File: config.mk
export PLATFORM = sky130hd
export DESIGN_NAME = fabric_ccff_loader_flat
export DESIGN_NICKNAME = d
export VERILOG_FILES = /design/src/rtl/fabric_ccff_loader_pkg.sv /design/src/rtl/fabric_ccff_loader_if.sv /design/src/rtl/fabric_ccff_word_ser.sv /design/src/rtl/fabric_ccff_loader.sv /design/src/flat_wrapper.sv
export SDC_FILE = /design/constraint.sdc
export NUM_CORES = 1
export LEC_CHECK = 0
export ABC_AREA = 1
export ABC_CLOCK_PERIOD_IN_PS = 2700
export BUFFER_PORTS_ARGS = -buffer_cell sky130_fd_sc_hd__buf_4
export CAP_MARGIN = 20
export CORE_ASPECT_RATIO = 2
export CORE_MARGIN = 2
export CORE_UTILIZATION = 31
export CTS_BUF_LIST = sky130_fd_sc_hd__clkbuf_2 sky130_fd_sc_hd__clkbuf_4 sky130_fd_sc_hd__clkbuf_8
export CTS_CLUSTER_DIAMETER = 120
export DETAILED_ROUTE_END_ITERATION = 10
export HOLD_SLACK_MARGIN = 0.12
export PLACE_DENSITY = 0.56
export REMOVE_ABC_BUFFERS = 1
export SLEW_MARGIN = 10
export SYNTH_ARGS = -nofsm -noshare
export SYNTH_HDL_FRONTEND = slang
export SYNTH_SLANG_ARGS = --single-unit
File: constraint.sdc
create_clock -name prog_clk -period 2.7 [get_ports prog_clk]
set_input_delay 0.135 -clock prog_clk [delete_from_list [all_inputs] [get_ports prog_clk]]
set_output_delay 0.135 -clock prog_clk [all_outputs]
set_load 0.005 [all_outputs]
File: src/rtl/fabric_ccff_loader_pkg.sv
// Shared definitions for the configuration-chain loader: FSM states and
// the word-count arithmetic that splits the chain into host-sized words.
package fabric_ccff_loader_pkg;

    typedef enum logic [1:0] {
        IDLE  = 2'd0,
        FILL  = 2'd1,
        SHIFT = 2'd2,
        DONE  = 2'd3
    } state_t;

    function automatic int calc_nwords(input int chain_len, input int word_w);
        return (chain_len + word_w - 1) / word_w;
    endfunction

    // Bits of the final word that actually reach the chain.
    function automatic int calc_last_bits(input int chain_len, input int word_w);
        return chain_len - (calc_nwords(chain_len, word_w) - 1) * word_w;
    endfunction

endpackage

File: src/rtl/fabric_ccff_loader_if.sv
// Host-side bitstream word handshake into the loader.
interface fabric_ccff_loader_if #(
    parameter int WORD_W = 8
);
    logic [WORD_W-1:0] cfg_data;
    logic              cfg_valid;
    logic              cfg_ready;

    modport master (output cfg_data, output cfg_valid, input  cfg_ready);
    modport slave  (input  cfg_data, input  cfg_valid, output cfg_ready);
endinterface

File: src/rtl/fabric_ccff_word_ser.sv
// Word serializer: holds the word being shifted out LSB first and flags
// the cycle in which its last used bit is on the output.
module fabric_ccff_word_ser #(
    parameter int WORD_W = 8
) (
    input  logic                         clk,
    input  logic                         rst,
    input  logic                         load,
    input  logic [WORD_W-1:0]            load_word,
    input  logic [$clog2(WORD_W+1)-1:0]  load_bits,
    input  logic                         shift,
    output logic                         head,
    output logic                         word_last
);
    localparam int BW = $clog2(WORD_W + 1);

    logic [WORD_W-1:0] sreg;
    logic [BW-1:0]     bit_idx;
    logic [BW-1:0]     nbits;

    // A load on the same edge as the last shift replaces the word outright.
    always_ff @(posedge clk) begin
        if (rst) begin
            sreg    <= '0;
            bit_idx <= '0;
            nbits   <= BW'(WORD_W);
        end else if (load) begin
            sreg    <= load_word;
            bit_idx <= '0;
            nbits   <= load_bits;
        end else if (shift) begin
            sreg    <= {1'b0, sreg[WORD_W-1:1]};
            bit_idx <= bit_idx + BW'(1);
        end
    end

    assign head      = sreg[0];
    assign word_last = (bit_idx == nbits - BW'(1));

endmodule

File: src/rtl/fabric_ccff_loader.sv
// Streams host bitstream words into a serial configuration flip-flop chain,
// double-buffering one word so back-to-back words shift without a bubble.
module fabric_ccff_loader
    import fabric_ccff_loader_pkg::*;
#(
    parameter int WORD_W    = 8,
    parameter int CHAIN_LEN = 20
) (
    input  logic                           prog_clk,
    input  logic                           pReset,
    input  logic                           start,
    fabric_ccff_loader_if.slave            cfg,
    output logic                           ccff_head,
    output logic                           ccff_shift_en,
    input  logic                           ccff_tail,
    output logic                           busy,
    output logic                           done,
    output logic [$clog2(CHAIN_LEN+1)-1:0] tail_ones
);
    localparam int NWORDS    = calc_nwords(CHAIN_LEN, WORD_W);
    localparam int LAST_BITS = calc_last_bits(CHAIN_LEN, WORD_W);
    localparam int CW        = $clog2(CHAIN_LEN + 1);
    localparam int AW        = $clog2(NWORDS + 1);
    localparam int BW        = $clog2(WORD_W + 1);

    state_t            state;
    state_t            state_next;
    logic [WORD_W-1:0] hold;
    logic              hold_full;
    logic              hold_last;
    logic [AW-1:0]     words_accepted;
    logic [CW-1:0]     bit_cnt;

    logic              xfer;
    logic              start_load;
    logic              load_sreg;
    logic              shift;
    logic              ser_head;
    logic              word_last;
    logic [BW-1:0]     load_bits;

    assign cfg.cfg_ready = ((state == FILL) || (state == SHIFT)) && !hold_full
                           && (words_accepted < AW'(NWORDS));
    assign xfer          = cfg.cfg_valid && cfg.cfg_ready;
    assign load_bits     = hold_last ? BW'(LAST_BITS) : BW'(WORD_W);
    assign ccff_head     = (state == SHIFT) && ser_head;

    always_comb begin
        state_next    = state;
        start_load    = 1'b0;
        load_sreg     = 1'b0;
        shift         = 1'b0;
        ccff_shift_en = 1'b0;
        busy          = 1'b1;
        done          = 1'b0;
        case (state)
            IDLE: begin
                busy = 1'b0;
                if (start) begin
                    start_load = 1'b1;
                    state_next = FILL;
                end
            end
            FILL: begin
                if (hold_full) begin
                    load_sreg  = 1'b1;
                    state_next = SHIFT;
                end
            end
            SHIFT: begin
                shift         = 1'b1;
                ccff_shift_en = 1'b1;
                if (bit_cnt == CW'(CHAIN_LEN - 1)) begin
                    state_next = DONE;
                end else if (word_last) begin
                    if (hold_full) load_sreg  = 1'b1;
                    else           state_next = FILL;
                end
            end
            DONE: begin
                done       = 1'b1;
                state_next = IDLE;
            end
            default: state_next = IDLE;
        endcase
    end

    // hold can only be written while empty, so a buffered word is never lost.
    always_ff @(posedge prog_clk) begin
        if (pReset) begin
            state          <= IDLE;
            hold           <= '0;
            hold_full      <= 1'b0;
            hold_last      <= 1'b0;
            words_accepted <= '0;
            bit_cnt        <= '0;
            tail_ones      <= '0;
        end else begin
            state <= state_next;
            if (start_load) begin
                hold_full      <= 1'b0;
                words_accepted <= '0;
                bit_cnt        <= '0;
                tail_ones      <= '0;
            end else begin
                if (xfer) begin
                    hold           <= cfg.cfg_data;
                    hold_full      <= 1'b1;
                    hold_last      <= (words_accepted == AW'(NWORDS - 1));
                    words_accepted <= words_accepted + AW'(1);
                end else if (load_sreg) begin
                    hold_full <= 1'b0;
                end
                if (shift) begin
                    bit_cnt <= bit_cnt + CW'(1);
                    if (ccff_tail) tail_ones <= tail_ones + CW'(1);
                end
            end
        end
    end

    fabric_ccff_word_ser #(.WORD_W(WORD_W)) u_word_ser (
        .clk       (prog_clk),
        .rst       (pReset),
        .load      (load_sreg),
        .load_word (hold),
        .load_bits (load_bits),
        .shift     (shift),
        .head      (ser_head),
        .word_last (word_last)
    );

endmodule

File: src/flat_wrapper.sv
// flat-port wrapper written by rule: the top's interface ports become plain ports
module fabric_ccff_loader_flat import fabric_ccff_loader_pkg::*;
#(
    parameter int WORD_W    = 8,
    parameter int CHAIN_LEN = 20
)
  (prog_clk, pReset, start, ccff_head, ccff_shift_en, ccff_tail, busy, done, tail_ones, cfg_cfg_data, cfg_cfg_valid, cfg_cfg_ready);
  fabric_ccff_loader_if #(.WORD_W(WORD_W)) cfg_i ();
  input  logic prog_clk;
  input  logic pReset;
  input  logic start;
  output logic ccff_head;
  output logic ccff_shift_en;
  input  logic ccff_tail;
  output logic busy;
  output logic done;
  output logic [$clog2(CHAIN_LEN+1)-1:0] tail_ones;
  input wire logic [$bits(cfg_i.cfg_data)-1:0] cfg_cfg_data;
  input wire logic [$bits(cfg_i.cfg_valid)-1:0] cfg_cfg_valid;
  output wire logic [$bits(cfg_i.cfg_ready)-1:0] cfg_cfg_ready;
  assign cfg_i.cfg_data = cfg_cfg_data;
  assign cfg_i.cfg_valid = cfg_cfg_valid;
  assign cfg_cfg_ready = cfg_i.cfg_ready;
  fabric_ccff_loader #(.WORD_W(WORD_W), .CHAIN_LEN(CHAIN_LEN)) u_core (.prog_clk(prog_clk), .pReset(pReset), .start(start), .cfg(cfg_i), .ccff_head(ccff_head), .ccff_shift_en(ccff_shift_en), .ccff_tail(ccff_tail), .busy(busy), .done(done), .tail_ones(tail_ones));
endmodule
## After elaboration in Yosys (flattened, before gate mapping)

Index checks and enable logic that the tools add are counted.

- Flip-flop bits (word level): 40

- Add/sub/neg operators: 5
- $lt $le $gt $ge: 1
- Eq/ne operators: 10
- Multiplexer cells: 20
- Bitwise gates (word level): 1
- Reduce and logical (&&, ||, !) cells: 14

Operators by type and width:

| cell | number |
|---|---|
| two-way mux 8 bit | 2 |
| adder 5 x 1 -> 5 bit (second input constant) | 2 |
| two-way mux 1 bit | 10 |
| two-way mux 2 bit | 5 |
| one-hot mux 2 bit (4 select lines) | 1 |
| equality test 2 bit (second input constant) | 3 |
| != test 3 bit (second input constant) | 2 |
| equality test 5 bit (second input constant) | 1 |
| adder 4 x 1 -> 4 bit (second input constant) | 1 |
| equality test 4 bit | 1 |
| logical AND 1 bit | 4 |
| two-way mux 4 bit | 1 |
| AND reduction 2 bit | 2 |
| AND reduction 4 bit | 1 |
| nonzero test 2 bit | 2 |
| OR reduction 2 bit | 2 |
| subtractor 4 x 1 -> 4 bit (second input constant) | 1 |
| adder 2 x 1 -> 2 bit (second input constant) | 1 |
| equality test 2 x 1 -> 1 bit (second input constant) | 1 |
| logical NOT 2 bit | 1 |
| less-than comparator 2 bit (second input constant) | 1 |
| != test 2 x 1 -> 1 bit (second input constant) | 1 |
| != test 2 bit (second input constant) | 1 |
| one-hot mux 1 bit (2 select lines) | 1 |
| other kinds (3) | 3 |

## Longest topological paths before layout

Gate-level depths: netlist of the first run.

- Word-level depth: 7
- Depth in mapped cells: 11

## Modules after synthesis

Synthesis of the first run repeated with hierarchy kept, for this count alone.

- Cell total of the unflattened synthesis: 278
- Area, all modules: 1979.4 µm²

By module, submodules not included:

| module | instances | cells each | area each (µm²) | seq. area each (µm²) |
|---|---|---|---|---|
| fabric_ccff_loader | 1 | 157 | 1197.4 | 480.5 |
| fabric_ccff_word_ser | 1 | 121 | 782.0 | 320.3 |

## Least setup slack after synthesis of the first run

OpenSTA, ideal clock, no wires.

- Kind: register to register
- Start: reg u_core.state[1]
- End: reg u_core.hold[3]
- Library setup time: 0.117 ns
- Arrival time: 1.545 ns
- Required time: 2.583 ns
- Path slack: 1.038 ns
- Cell stages (with the launch flop): 11
- Path through: dfxtp_1 -> inv_1 -> ha_1 -> inv_1 -> nor3_2 -> nand2_1 -> inv_2 -> nand2_2 -> buf_4 -> o21ai_1 -> a21oi_1

- Word-level cells in the longest chain between the ends: 6
- Elaborated cells between the ends (all ways): 10

Ends and longest elaborated chain:

| item | line | text |
|---|---|---|
| from (decl) | fabric_ccff_loader.sv:26 | `state_t state;` |
| from (signal assigned) | fabric_ccff_loader.sv:99 | `state <= state_next;` |
| equality test 2 x 1 -> 1 bit or equality test 2 bit (tied branches) | fabric_ccff_loader.sv:42 | `assign cfg.cfg_ready = ((state == FILL) \|\| (state == SHIFT)) && !hold_full` |
| logical OR 1 bit (*) | fabric_ccff_loader.sv:42 |  |
| logical AND 1 bit (*) | fabric_ccff_loader.sv:42 |  |
| logical AND 1 bit (*) | fabric_ccff_loader.sv:43 | `&& (words_accepted < AW'(NWORDS));` |
| via cfg_cfg_ready | flat_wrapper.sv:20 | `output wire logic [$bits(cfg_i.cfg_ready)-1:0] cfg_cfg_ready;` |
| logical AND 1 bit (*) | fabric_ccff_loader.sv:44 | `assign xfer = cfg.cfg_valid && cfg.cfg_ready;` |
| AND reduction 2 bit (no source line) (*) | -- |  |
| to (signal assigned) | fabric_ccff_loader.sv:107 | `hold <= cfg.cfg_data;` |
| to (decl) | fabric_ccff_loader.sv:28 | `logic [WORD_W-1:0] hold;` |

Mark *: on every way through the listed nets, which the timed path passes. The rest lies on a longest branch.
A chain may end at the register's enable or synchronous reset.

## Final worst setup path of the first run

- Start: reg u_core.state[1]
- End: reg u_core.hold[6]

- Word-level cells in the longest chain between the ends: 6
- Elaborated cells between the ends (all ways): 10

Ends and longest elaborated chain:

| item | line |
|---|---|
| equality test 2 x 1 -> 1 bit or equality test 2 bit (tied branches) | fabric_ccff_loader.sv:42 |
| logical OR 1 bit | fabric_ccff_loader.sv:42 |
| logical AND 1 bit | fabric_ccff_loader.sv:42 |
| logical AND 1 bit | fabric_ccff_loader.sv:43 |
| logical AND 1 bit | fabric_ccff_loader.sv:44 |
| AND reduction 2 bit (no source line) (*) | -- |

Every way passes the cells marked *; elsewhere a longest branch is shown, timed or not.

==> metrics.txt, run 1 <==
status=finished clean; Reg2Reg Depth=9; worst vdd rail ir drop=418 uV; largest net degree at the start of global routing=23; worst slew pin tran=between 300 and 400 ps; io pins=23; CP required=approximately 2900 ps; Core Box Area=approximately 5700 um2; ANT cells=0; most frequent cells after synthesis=nand2_1 (54), dfxtp_1 (38), a21oi_1 (30), inv_1 (28), nand3_1 (19); Synth cell types=34; Yosys top cell by area=dfxtp_1; 1st-pass router iterations=4; Die ar.=6630 um2; clock skew=roughly 5.3 ps; Root Driver=clkbuf_8; DRT iter0 DRCs=35; power per cell area=between 700 and 800 nW/um2; CP Launch Type=flop; via count=about 1600; CTS tree=built; Row Count=39; initial core utilization=0.323; H-tree levels=2; share of the synthesized area in the top cell type=0.412; I/O Buffers=22; share of layout cells above drive strength 1=0.181; Syn Std Cell Area=approximately 1800 um2; antenna violations before repair=0; Post-synth EDFFs=0; Routed Antenna Nets=0; Area Growth Syn to Fin=19.6%; first-pass GRT wire length=between 7000 and 8000 um; post-synthesis register bit count=38; Synth warnings=0; Slew Limit Fails=0; worst-path fanout max=15; Hold Path Class=in2reg; remaining routing DRC violations=0; asr flop ratio synth=0; Placer Congestion=0.720; Total Power=1.55 mW; vias in the first global route=between 1500 and 2000; hold path depth=3; Die Span Y=about 110 um; DP Worst Slack=roughly 800 ps; crit path DAT=2060 ps; total negative slack=0 ps; CTS sink count=38; Static Leak=around 0.95 nW; CTS Buffer Depth=2; final worst-path cycle share=0.695; Worst-Skew Late Latency=300 ps; # setup viols final=0; top_reg_cell synth=dfxtp_1; RSZ-0062 raised after global routing=false; grt ovf=0; post-synthesis sequential area ratio=0.412; crit path time final=1880 ps; WL final=approximately 4000 um; Hold Vio Cnt, Final=0; top cells by area, synth=dfxtp_1 (41%), nand2_1 (11%), a21oi_1 (8.1%); f_max=around 530 MHz; CTS clk-pin slew, worst paths=approximately 70 ps; MaxCap Viol Count=0; dpl hpwl=slightly below 3000 um; relative slew slack=0.789; slack of the critical path=823 ps; vias per cell=around 5; Layout Nets=293; Wirelength per Cell=roughly 12 um; Mean Syn Cell Area=a little under 8 um2; TritonCTS buffer count=5; setup bufs post-CTS=0; Syn Inst Count=240; Die W=between 50 and 60 um; critical path capture point type=flop; Total Routing Usage GR=0.142; # fillers=~620; critical path class=reg2reg; count leader, synth=nand2_1
## per-layer routing
layer,track usage,vias up,wire (um)
met1,0.140,737,1560
met3,0.0331,8,131
li1,-,848,-
met4,0.0773,0,129
met2,0.258,23,2210
met5,0,-,0
## repair_timing
| item | CTS | global route |
|---|---|---|
| hold buffers | 5 | 0 |
| resized for setup | 0 | 0 |
| hold endpoints to repair | 5 | 0 |
## cell usage in the layout (no fill, tap or decap), types with 2 or more instances in the layout
cell type / Yosys / final
nand2_1: 54 / 54
dfxtp_1: 38 / 38
a21oi_1: 30 / 30
inv_1: 28 / 28
buf_4: 1 / 24
nand3_1: 19 / 19
o21ai_0: 11 / 11
ha_1: 10 / 10
nor2_1: 7 / 7
nand3_2: 6 / 6
clkbuf_8: 0 / 6
nor3_1: 5 / 5
dlygate4sd3_1: 0 / 5
and3_1: 3 / 3
nand4_1: 2 / 2
inv_2: 2 / 2
nand2_2: 2 / 2
o211ai_1: 2 / 2
xor2_1: 2 / 2
## sequential cells by signal, indices dropped and copies added, names as in the netlist
signal                     flops
u_core.hold_last               1
u_core.u_word_ser.nbits        2
u_core.tail_ones               5
u_core.hold_full               1
u_core.state                   2
u_core.words_accepted          2
u_core.u_word_ser.bit_idx      4
u_core.hold                    8
u_core.bit_cnt                 5
u_core.u_word_ser.sreg         8
## worst paths after layout
| kind | startpoint | endpoint | slack, ps |
|---|---|---|---|
| max | u_core.state[1]$_SDFFE_PP0P_ | u_core.hold[6]$_SDFFE_PP0P_ | 820 |
| min | cfg_cfg_data[7] | u_core.hold[7]$_SDFFE_PP0P_ | 130 |
| max reg2reg | u_core.state[1]$_SDFFE_PP0P_ | u_core.hold[6]$_SDFFE_PP0P_ | 820 |
| min reg2reg | u_core.hold[1]$_SDFFE_PP0P_ | u_core.hold[1]$_SDFFE_PP0P_ | 460 |
## metrics by stage
stage | cell area [um2] | util | instances | hold slack [ps]
final | 2210 | 0.387 | 332 | 126
after global routing | 2210 | 0.387 | 332 | 132
after CTS | 2210 | 0.387 | 332 | 122
after detailed placement | 2060 | 0.361 | 319 | 407
after global placement | 2060 | 0.361 | 319 | 397
after floorplan | 1810 | - | 234 | 204
## cells by family after synthesis
| family | after synthesis | share of synthesized area |
|---|---|---|
| simple gates | 104 | 0.282 |
| xor+xnor | 2 | 0.00949 |
| compound gates | 49 | 0.144 |
| fa+ha+maj | 10 | 0.0678 |
| flops | 38 | 0.412 |
| buf+inv | 37 | 0.0847 |
## power breakdown
group | switching [mW] | leakage [nW] | internal (mW)
clock | 0.201 | 0.0517 | 0.216
sequential | 0.0378 | 0.307 | 0.620
combinational | 0.305 | 0.595 | 0.170
## layout make-up
type	instances	area, um2	area share
Tap cell	61	76.3	0.0346
Timing Repair Buffer	29	230	0.104
Multi-Input combinational cell	165	930	0.421
Inverter	31	116	0.0527
Clock buffer	7	90.1	0.0408
Clock inverter	1	5.00	0.00227
Sequential cell	38	761	0.344
## critical path, stage by stage, from the launching register on
cell and delay [ps]:
dfxtp_1 410, inv_1 110, ha_1 310, inv_1 60
nor3_2 150, nand2_1 140, inv_2 130, nand2_2 170
o21ai_0 220, a21oi_1 60
Note: power is estimated with default switching activity, not from simulation.
==> run 2, diff against run 1 <==
--- a/config.mk
+++ b/config.mk
@@ -5,8 +5,8 @@
 export SDC_FILE = /design/constraint.sdc
 export NUM_CORES = 1
 export LEC_CHECK = 0
-export ABC_AREA = 1
-export ABC_CLOCK_PERIOD_IN_PS = 2700
+export ABC_AREA = 0
+export ABC_CLOCK_PERIOD_IN_PS = 1900
 export BUFFER_PORTS_ARGS = -buffer_cell sky130_fd_sc_hd__buf_4
 export CAP_MARGIN = 20
 export CORE_ASPECT_RATIO = 2
==> constraint.sdc (replaced) <==
create_clock -name prog_clk -period 1.9 [get_ports prog_clk]
set_input_delay 0.095 -clock prog_clk [delete_from_list [all_inputs] [get_ports prog_clk]]
set_output_delay 0.095 -clock prog_clk [all_outputs]
set_load 0.005 [all_outputs]
==> run 2 against run 1 <==
The run now ends with DRC left. Synthesized cell count shrank 18%. Clock-buffer cell count is the same. Register-to-register slack lost 730 ps. Clock skew grew 1.6 ps. Total power grew 55%. Critical path type unchanged. Largest power group unchanged.
==> metrics.txt, run 2 <==
Synth cell types=34 (unchanged); Top Registers=u_core.hold: 8 flops, u_core.u_word_ser.sreg: 8 flops (unchanged); Slowest cell on crit path=dfxtp_1 (unchanged); critical path capture point type=flop (unchanged); worst slew pin tran=485 ps (was 313 ps); vias in the first global route=1518 (was 1603); first-pass GRT wire length=6580 um (was 7110 um); # setup viols final=0 (unchanged); post-synthesis register bit count=38 (unchanged); non-filler cells, final=304 (was 332); Layout Nets=263 (was 293); top_reg_cell synth=dfxtp_1 (unchanged); H-tree levels=2 (unchanged); largest net degree at the start of global routing=36 (was 23); Gate power share=0.360 (was 0.306); setup slack, reg-to-reg=90 ps (was 820 ps); CTS sink count=38 (unchanged); io pins=23 (unchanged); I/O Buffers=22 (unchanged); hold_ws=199 ps (was 126 ps); CP Buf/Inv Count=2 (was 3); Switching Share=0.331 (was 0.351); most common cell after layout, fill and taps aside=buf_4 (was nand2_1); Die ar.=6710 um2 (was 6630 um2); Placer Congestion=0.830 (was 0.720); Total Routing Usage GR=0.123 (was 0.142); Flop pwr share=0.398 (was 0.424); Clk pwr share=0.242 (was 0.269); crit path DAT=1990 ps (was 2060 ps); Post-synth EDFFs=0 (unchanged); R2R Path End=u_core.u_word_ser.sreg[0]$_SDFFE_PP0P_ (was u_core.hold[6]$_SDFFE_PP0P_); remaining routing DRC violations=2 (was 0); Reg area=767 um2 (was 761 um2); clock skew=6.86 ps (was 5.27 ps); CP required=2070 ps (was 2880 ps); TritonCTS buffer count=5 (unchanged); Reg2Reg Depth=7 (was 9); Crit path max-delay family=flip-flops (was simple AND/OR/NAND/NOR gates); power per cell area=987 nW/um2 (was 702 nW/um2); ANT cells=0 (unchanged); Max stage delay on crit path=330 ps (was 410 ps); grt ovf=0 (unchanged); worst-path cell chain=ha_1 > nand4bb_1 > nand2_1 > o41ai_4 > buf_4 > buf_12 > mux2_2 (was inv_1 > ha_1 > inv_1 > nor3_2 > nand2_1 > inv_2 > nand2_2 > o21ai_0 > a21oi_1); Area Growth Syn to Fin=30.3% (was 19.6%); post-synthesis sequential area ratio=0.406 (was 0.412); CP endpoint=u_core.u_word_ser.sreg[0]$_SDFFE_PP0P_ (was u_core.hold[6]$_SDFFE_PP0P_); asr flop ratio synth=0 (unchanged); Multi-input gate area=1080 um2 (was 930 um2); Mean Syn Cell Area=9.45 um2 (was 7.69 um2); via count=1490 (was 1616); CTS Buffer Depth=2 (unchanged); Row Count=40 (was 39); DP Worst Slack=5.19 ps (was 819 ps); most frequent cells after synthesis=dfxtp_1 (38), nor2_1 (21), nand2_1 (15), mux2i_1 (12), a21oi_1 (11) (was nand2_1 (54), dfxtp_1 (38), a21oi_1 (30), inv_1 (28), nand3_1 (19)); share of the synthesized area in the top cell type=0.406 (was 0.412); worst vdd rail ir drop=625 uV (was 418 uV); critical path class=reg2reg (unchanged); Routed Antenna Nets=0 (unchanged); # fillers=587 (was 623); Hold Vio Cnt, Final=0 (unchanged); count leader, synth=dfxtp_1 (was nand2_1); Syn Inst Count=198 (was 240); P_sw=797 uW (was 544 uW); CP Launch Type=flop (unchanged); reg2reg start=u_core.bit_cnt[0]$_SDFFE_PP0P_ (was u_core.state[1]$_SDFFE_PP0P_); top cells by area, synth=dfxtp_1 (41%), ha_1 (6.7%), mux2i_1 (6.4%) (was dfxtp_1 (41%), nand2_1 (11%), a21oi_1 (8.1%)); Slew Limit Fails=0 (unchanged); most frequent cells in the layout=buf_4 (36), dfxtp_1 (35), nor2_1 (21) (was nand2_1 (54), dfxtp_1 (38), a21oi_1 (30)); final worst-path cycle share=0.953 (was 0.695); Total Power=2.41 mW (was 1.55 mW); Core Box Area=5910 um2 (was 5710 um2); Syn Std Cell Area=1870 um2 (was 1850 um2); antenna violations before repair=0 (unchanged); WL final=3730 um (was 4020 um); Die Span Y=114 um (was 113 um); worst setup path start=u_core.bit_cnt[0]$_SDFFE_PP0P_ (was u_core.state[1]$_SDFFE_PP0P_); total placed cells including tap cells=284 (was 319); Hold Path Class=in2reg (unchanged); Die W=58.9 um (was 58.6 um); failing checks=DRC; Static Leak=0.963 nW (was 0.954 nW); f_max=552 MHz (was 533 MHz); worst-path fanout max=6 (was 15); crit path time final=1810 ps (was 1880 ps); CTS tree=built (unchanged); Synth warnings=0 (unchanged); Wirelength per Cell=12.3 um (was 12.1 um); CTS clk-pin slew, worst paths=80 ps (was 70 ps); Yosys top cell by area=dfxtp_1 (unchanged); vias per cell=4.90 (was 4.87); status=complete, but fails checks (was finished clean); Worst-Skew Late Latency=290 ps (was 300 ps); Root Driver=clkbuf_8 (unchanged); slack of the critical path=88.4 ps (was 823 ps); MaxCap Viol Count=0 (unchanged); internal power=1.61 mW (was 1.01 mW); share of layout cells above drive strength 1=0.290 (was 0.181); dpl hpwl=2480 um (was 2930 um); total negative slack=0 ps (unchanged); relative slew slack=0.677 (was 0.789); 1st-pass router iterations=7 (was 4); CP Depth=7 (was 9); DRT iter0 DRCs=57 (was 35); initial core utilization=0.317 (was 0.323)
-- run 2: metal layers --
metal	routed length (um)	up-vias	track usage
li1	-	764	-
met1	1690	692	0.147
met2	1870	30	0.217
met3	129	4	0.0238
met4	40	0	0.0318
met5	0	-	0
-- run 2: how the worst min path moves through the flow --
stage               cells after the start  slack, ps                          end       startpoint
finish                                  2        200  u_core.hold[6]$_SDFFE_PP0P_           pReset
global route                            2        210  u_core.hold[3]$_SDFFE_PP0P_           pReset
CTS                                     2        200  u_core.hold[2]$_SDFFE_PP0P_           pReset
detailed placement                      3        360  u_core.hold[0]$_SDFFE_PP0P_  cfg_cfg_data[0]
global placement                        3        360  u_core.hold[2]$_SDFFE_PP0P_  cfg_cfg_data[2]
floorplan                               1        160  u_core.hold[0]$_SDFFE_PP0P_           pReset
-- run 2: logic make-up (layout without fill, tap and decap cells) --
group,after synthesis,after routing,synth area share
multiplexers,22,22,0.134
adder cells (fa/ha/maj),10,10,0.0668
XOR/XNOR,13,13,0.0608
AND/OR/NAND/NOR,78,78,0.216
buffers and inverters,17,60,0.0388
flip-flops,38,38,0.406
AO/OA/AOI/OAI,20,20,0.0769
-- run 2: power by group through the flow --
stage / logic [mW] / clock network (mW) / registers (mW)
finish: 0.866 / 0.583 / 0.958
CTS: 0.834 / 0.595 / 0.947
floorplan: 0.493 / 0 / 0.958
detailed placement: 0.815 / 0 / 0.965
global placement: 0.799 / 0 / 0.962
global route: 0.985 / 0.631 / 0.972
-- run 2: cell type report --
type / count / share of cell area
Sequential cell: 38 / 0.315
Tap cell: 63 / 0.0323
Inverter: 6 / 0.00924
Multi-Input combinational cell: 143 / 0.443
Clock buffer: 7 / 0.0369
Clock inverter: 1 / 0.00205
Timing Repair Buffer: 46 / 0.162
-- run 2: through the flow --
stage                     instance area (um2)  utilization
final                                    2440        0.413
after detailed placement                 2170        0.368
after CTS                                2370        0.401
after global routing                     2440        0.413
after global placement                   2170        0.368
after floorplan                          1820            -
-- run 2: what timing repair did --
action	CTS	global route
resized for setup	2	9
hold endpoints to repair	8	0
setup buffers	2	1
cloned	0	1
pin swaps	0	2
endpoints found under the setup margin	4	10
hold buffers	8	0
-- run 2: worst register-to-register path: cells and delay by family (launching register included) --
kind | cells | cell delay, ps
flip-flops | 1 | 330
multiplexers | 1 | 320
buffers and inverters | 2 | 310
AO/OA/AOI/OAI | 1 | 290
adder cells (fa/ha/maj) | 1 | 230
AND/OR/NAND/NOR | 2 | 220
==> run 3, diff against run 2 <==
--- a/config.mk
+++ b/config.mk
@@ -17,6 +17,7 @@
 export DETAILED_ROUTE_END_ITERATION = 10
 export HOLD_SLACK_MARGIN = 0.12
 export PLACE_DENSITY = 0.56
+export RECOVER_POWER = 25
 export REMOVE_ABC_BUFFERS = 1
 export SLEW_MARGIN = 10
 export SYNTH_ARGS = -nofsm -noshare
==> run 3 against run 2 <==
The run still ends with DRC left. Flip-flop and latch count unchanged. Worst hold slack about the same. Sequential share of layout area unchanged. Routed wire length up 0.11%. Combinational power about the same. Critical path depth unchanged. Core utilization unchanged. Die area unchanged. Fmax about the same. Sequential power about the same. Global-route usage unchanged. Largest power group unchanged.
==> metrics.txt, run 3 (same netlist as run 2, synthesis figures left out) <==
status=complete, but fails checks (unchanged); failing checks=DRC (unchanged); Row Count=40 (unchanged); vias per cell=4.91 (was 4.90); CTS Buffer Depth=2 (unchanged); Reg area=767 um2 (unchanged); worst setup path start=u_core.bit_cnt[0]$_SDFFE_PP0P_ (unchanged); Max stage delay on crit path=330 ps (about the same); Placer Congestion=0.830 (unchanged); Layout Nets=263 (unchanged); Die W=58.9 um (unchanged); Root Driver=clkbuf_8 (unchanged); reg2reg start=u_core.bit_cnt[0]$_SDFFE_PP0P_ (unchanged); Top Registers=u_core.hold: 8 flops, u_core.u_word_ser.sreg: 8 flops (unchanged); Slowest cell on crit path=dfxtp_1 (unchanged); R2R Path End=u_core.u_word_ser.sreg[0]$_SDFFE_PP0P_ (unchanged); Hold Path End=u_core.hold[6]$_SDFFE_PP0P_ (unchanged); crit path time final=1810 ps (about the same); Total Routing Usage GR=0.123 (unchanged); hold path depth=2 (unchanged); critical path capture point type=flop (unchanged); vias in the first global route=1518 (unchanged); critical path class=reg2reg (unchanged); clock skew=6.91 ps (was 6.86 ps); power per cell area=987 nW/um2 (about the same); Die ar.=6710 um2 (unchanged); most frequent cells in the layout=dfxtp_1 (35), buf_4 (31), nor2_1 (21) (was buf_4 (36), dfxtp_1 (35), nor2_1 (21)); setup slack, reg-to-reg=90 ps (about the same); CTS tree=built (unchanged); io pins=23 (unchanged); via count=1494 (was 1490); CP Launch Type=flop (unchanged); CTS sink count=38 (unchanged); grt ovf=0 (unchanged); Hold Path Class=in2reg (unchanged); worst-path cell chain=ha_1 > nand4bb_1 > nand2_1 > o41ai_4 > buf_4 > buf_12 > mux2_2 (unchanged); largest net degree at the start of global routing=36 (unchanged); TritonCTS buffer count=5 (unchanged); ANT cells=0 (unchanged); Area Growth Syn to Fin=30.3% (unchanged); remaining routing DRC violations=2 (unchanged); first-pass GRT wire length=6580 um (unchanged); Routed Antenna Nets=0 (unchanged); CP Buf/Inv Count=2 (unchanged); DRT iter0 DRCs=57 (unchanged); worst-path fanout max=6 (unchanged); H-tree levels=2 (unchanged); MaxCap Viol Count=0 (unchanged); Die Span Y=114 um (unchanged); Core Box Area=5910 um2 (unchanged); # setup viols final=0 (unchanged); HP Start=pReset (unchanged); Multi-input gate area=1080 um2 (unchanged); relative slew slack=0.677 (about the same); worst vdd rail ir drop=624 uV (was 625 uV); CP required=2070 ps (about the same); share of layout cells above drive strength 1=0.290 (unchanged); Wirelength per Cell=12.3 um (about the same); dpl hpwl=2480 um (unchanged); most common cell after layout, fill and taps aside=dfxtp_1 (was buf_4); f_max=552 MHz (about the same); Reg2Reg Depth=7 (unchanged); final worst-path cycle share=0.953 (about the same); Total Power=2.41 mW (about the same); worst slew pin tran=485 ps (about the same); initial core utilization=0.317 (unchanged); Static Leak=0.960 nW (was 0.963 nW); crit path DAT=1990 ps (about the same); Hold Vio Cnt, Final=0 (unchanged); Slew Limit Fails=0 (unchanged); # fillers=587 (unchanged); Worst-Skew Late Latency=290 ps (about the same); CTS clk-pin slew, worst paths=80 ps (about the same); Crit path max-delay family=flip-flops (unchanged); WL final=3730 um (about the same); antenna violations before repair=0 (unchanged); 1st-pass router iterations=7 (unchanged); I/O Buffers=22 (unchanged); total negative slack=0 ps (unchanged)
## run 3: changes by cell type in the layout (fill, tap and decap cells not counted), sizes merged
cell and delta:
buf -5, clkbuf +5
## run 3: worst max path at each step
stage,endpoint,slack [ps],cells after the start
finish,u_core.u_word_ser.sreg[0]$_SDFFE_PP0P_,90,7
global route,u_core.u_word_ser.nbits[3]$_SDFFE_PP1P_,-9,7
detailed placement,u_core.u_word_ser.sreg[2]$_SDFFE_PP0P_,5,6
CTS,u_core.u_word_ser.sreg[0]$_SDFFE_PP0P_,9,6
global placement,u_core.u_word_ser.nbits[3]$_SDFFE_PP1P_,50,5
floorplan,u_core.hold[0]$_SDFFE_PP0P_,-690,6
## run 3: layer usage
| metal | track usage | share of wire |
|---|---|---|
| met4 | 0.0318 | 0.011 |
| met3 | 0.0238 | 0.034 |
| met5 | 0 | 0 |
| met2 | 0.217 | 0.50 |
| met1 | 0.147 | 0.45 |
## run 3: through the flow
stage / hold slack, ps / cell area [um2] / std cells / worst slack, ps / util
2_1_floorplan: 164 / 1820 / 187 / -688 / -
3_3_place_gp: 359 / 2170 / 284 / 50.2 / 0.368
3_5_place_dp: 365 / 2170 / 284 / 5.19 / 0.368
4_1_cts: 199 / 2370 / 302 / 8.53 / 0.401
5_1_grt: 211 / 2440 / 304 / -9.37 / 0.413
6_report: 199 / 2440 / 304 / 88.4 / 0.413
## run 3: cell type report
cell class / count / area share
tap: 63 / 0.0323
clock inverter: 1 / 0.00205
sequential: 38 / 0.315
clock buffer: 7 / 0.0369
multi-input combinational: 143 / 0.443
timing repair buffer: 46 / 0.162
inverter: 6 / 0.00924
## run 3: timing repair
action | in CTS | in global routing
setup endpoints to repair | 4 | 10
pin swaps | 0 | 2
endpoints found under the hold margin | 8 | 0
buffers inserted | 2 | 1
resized for setup | 2 | 9
hold buffers | 8 | 0
gates cloned | 0 | 1
## run 3: power by group
group | internal [mW] | switching (mW)
Sequential | 0.890 | 0.0678
Combinational | 0.413 | 0.453
Clock | 0.307 | 0.275
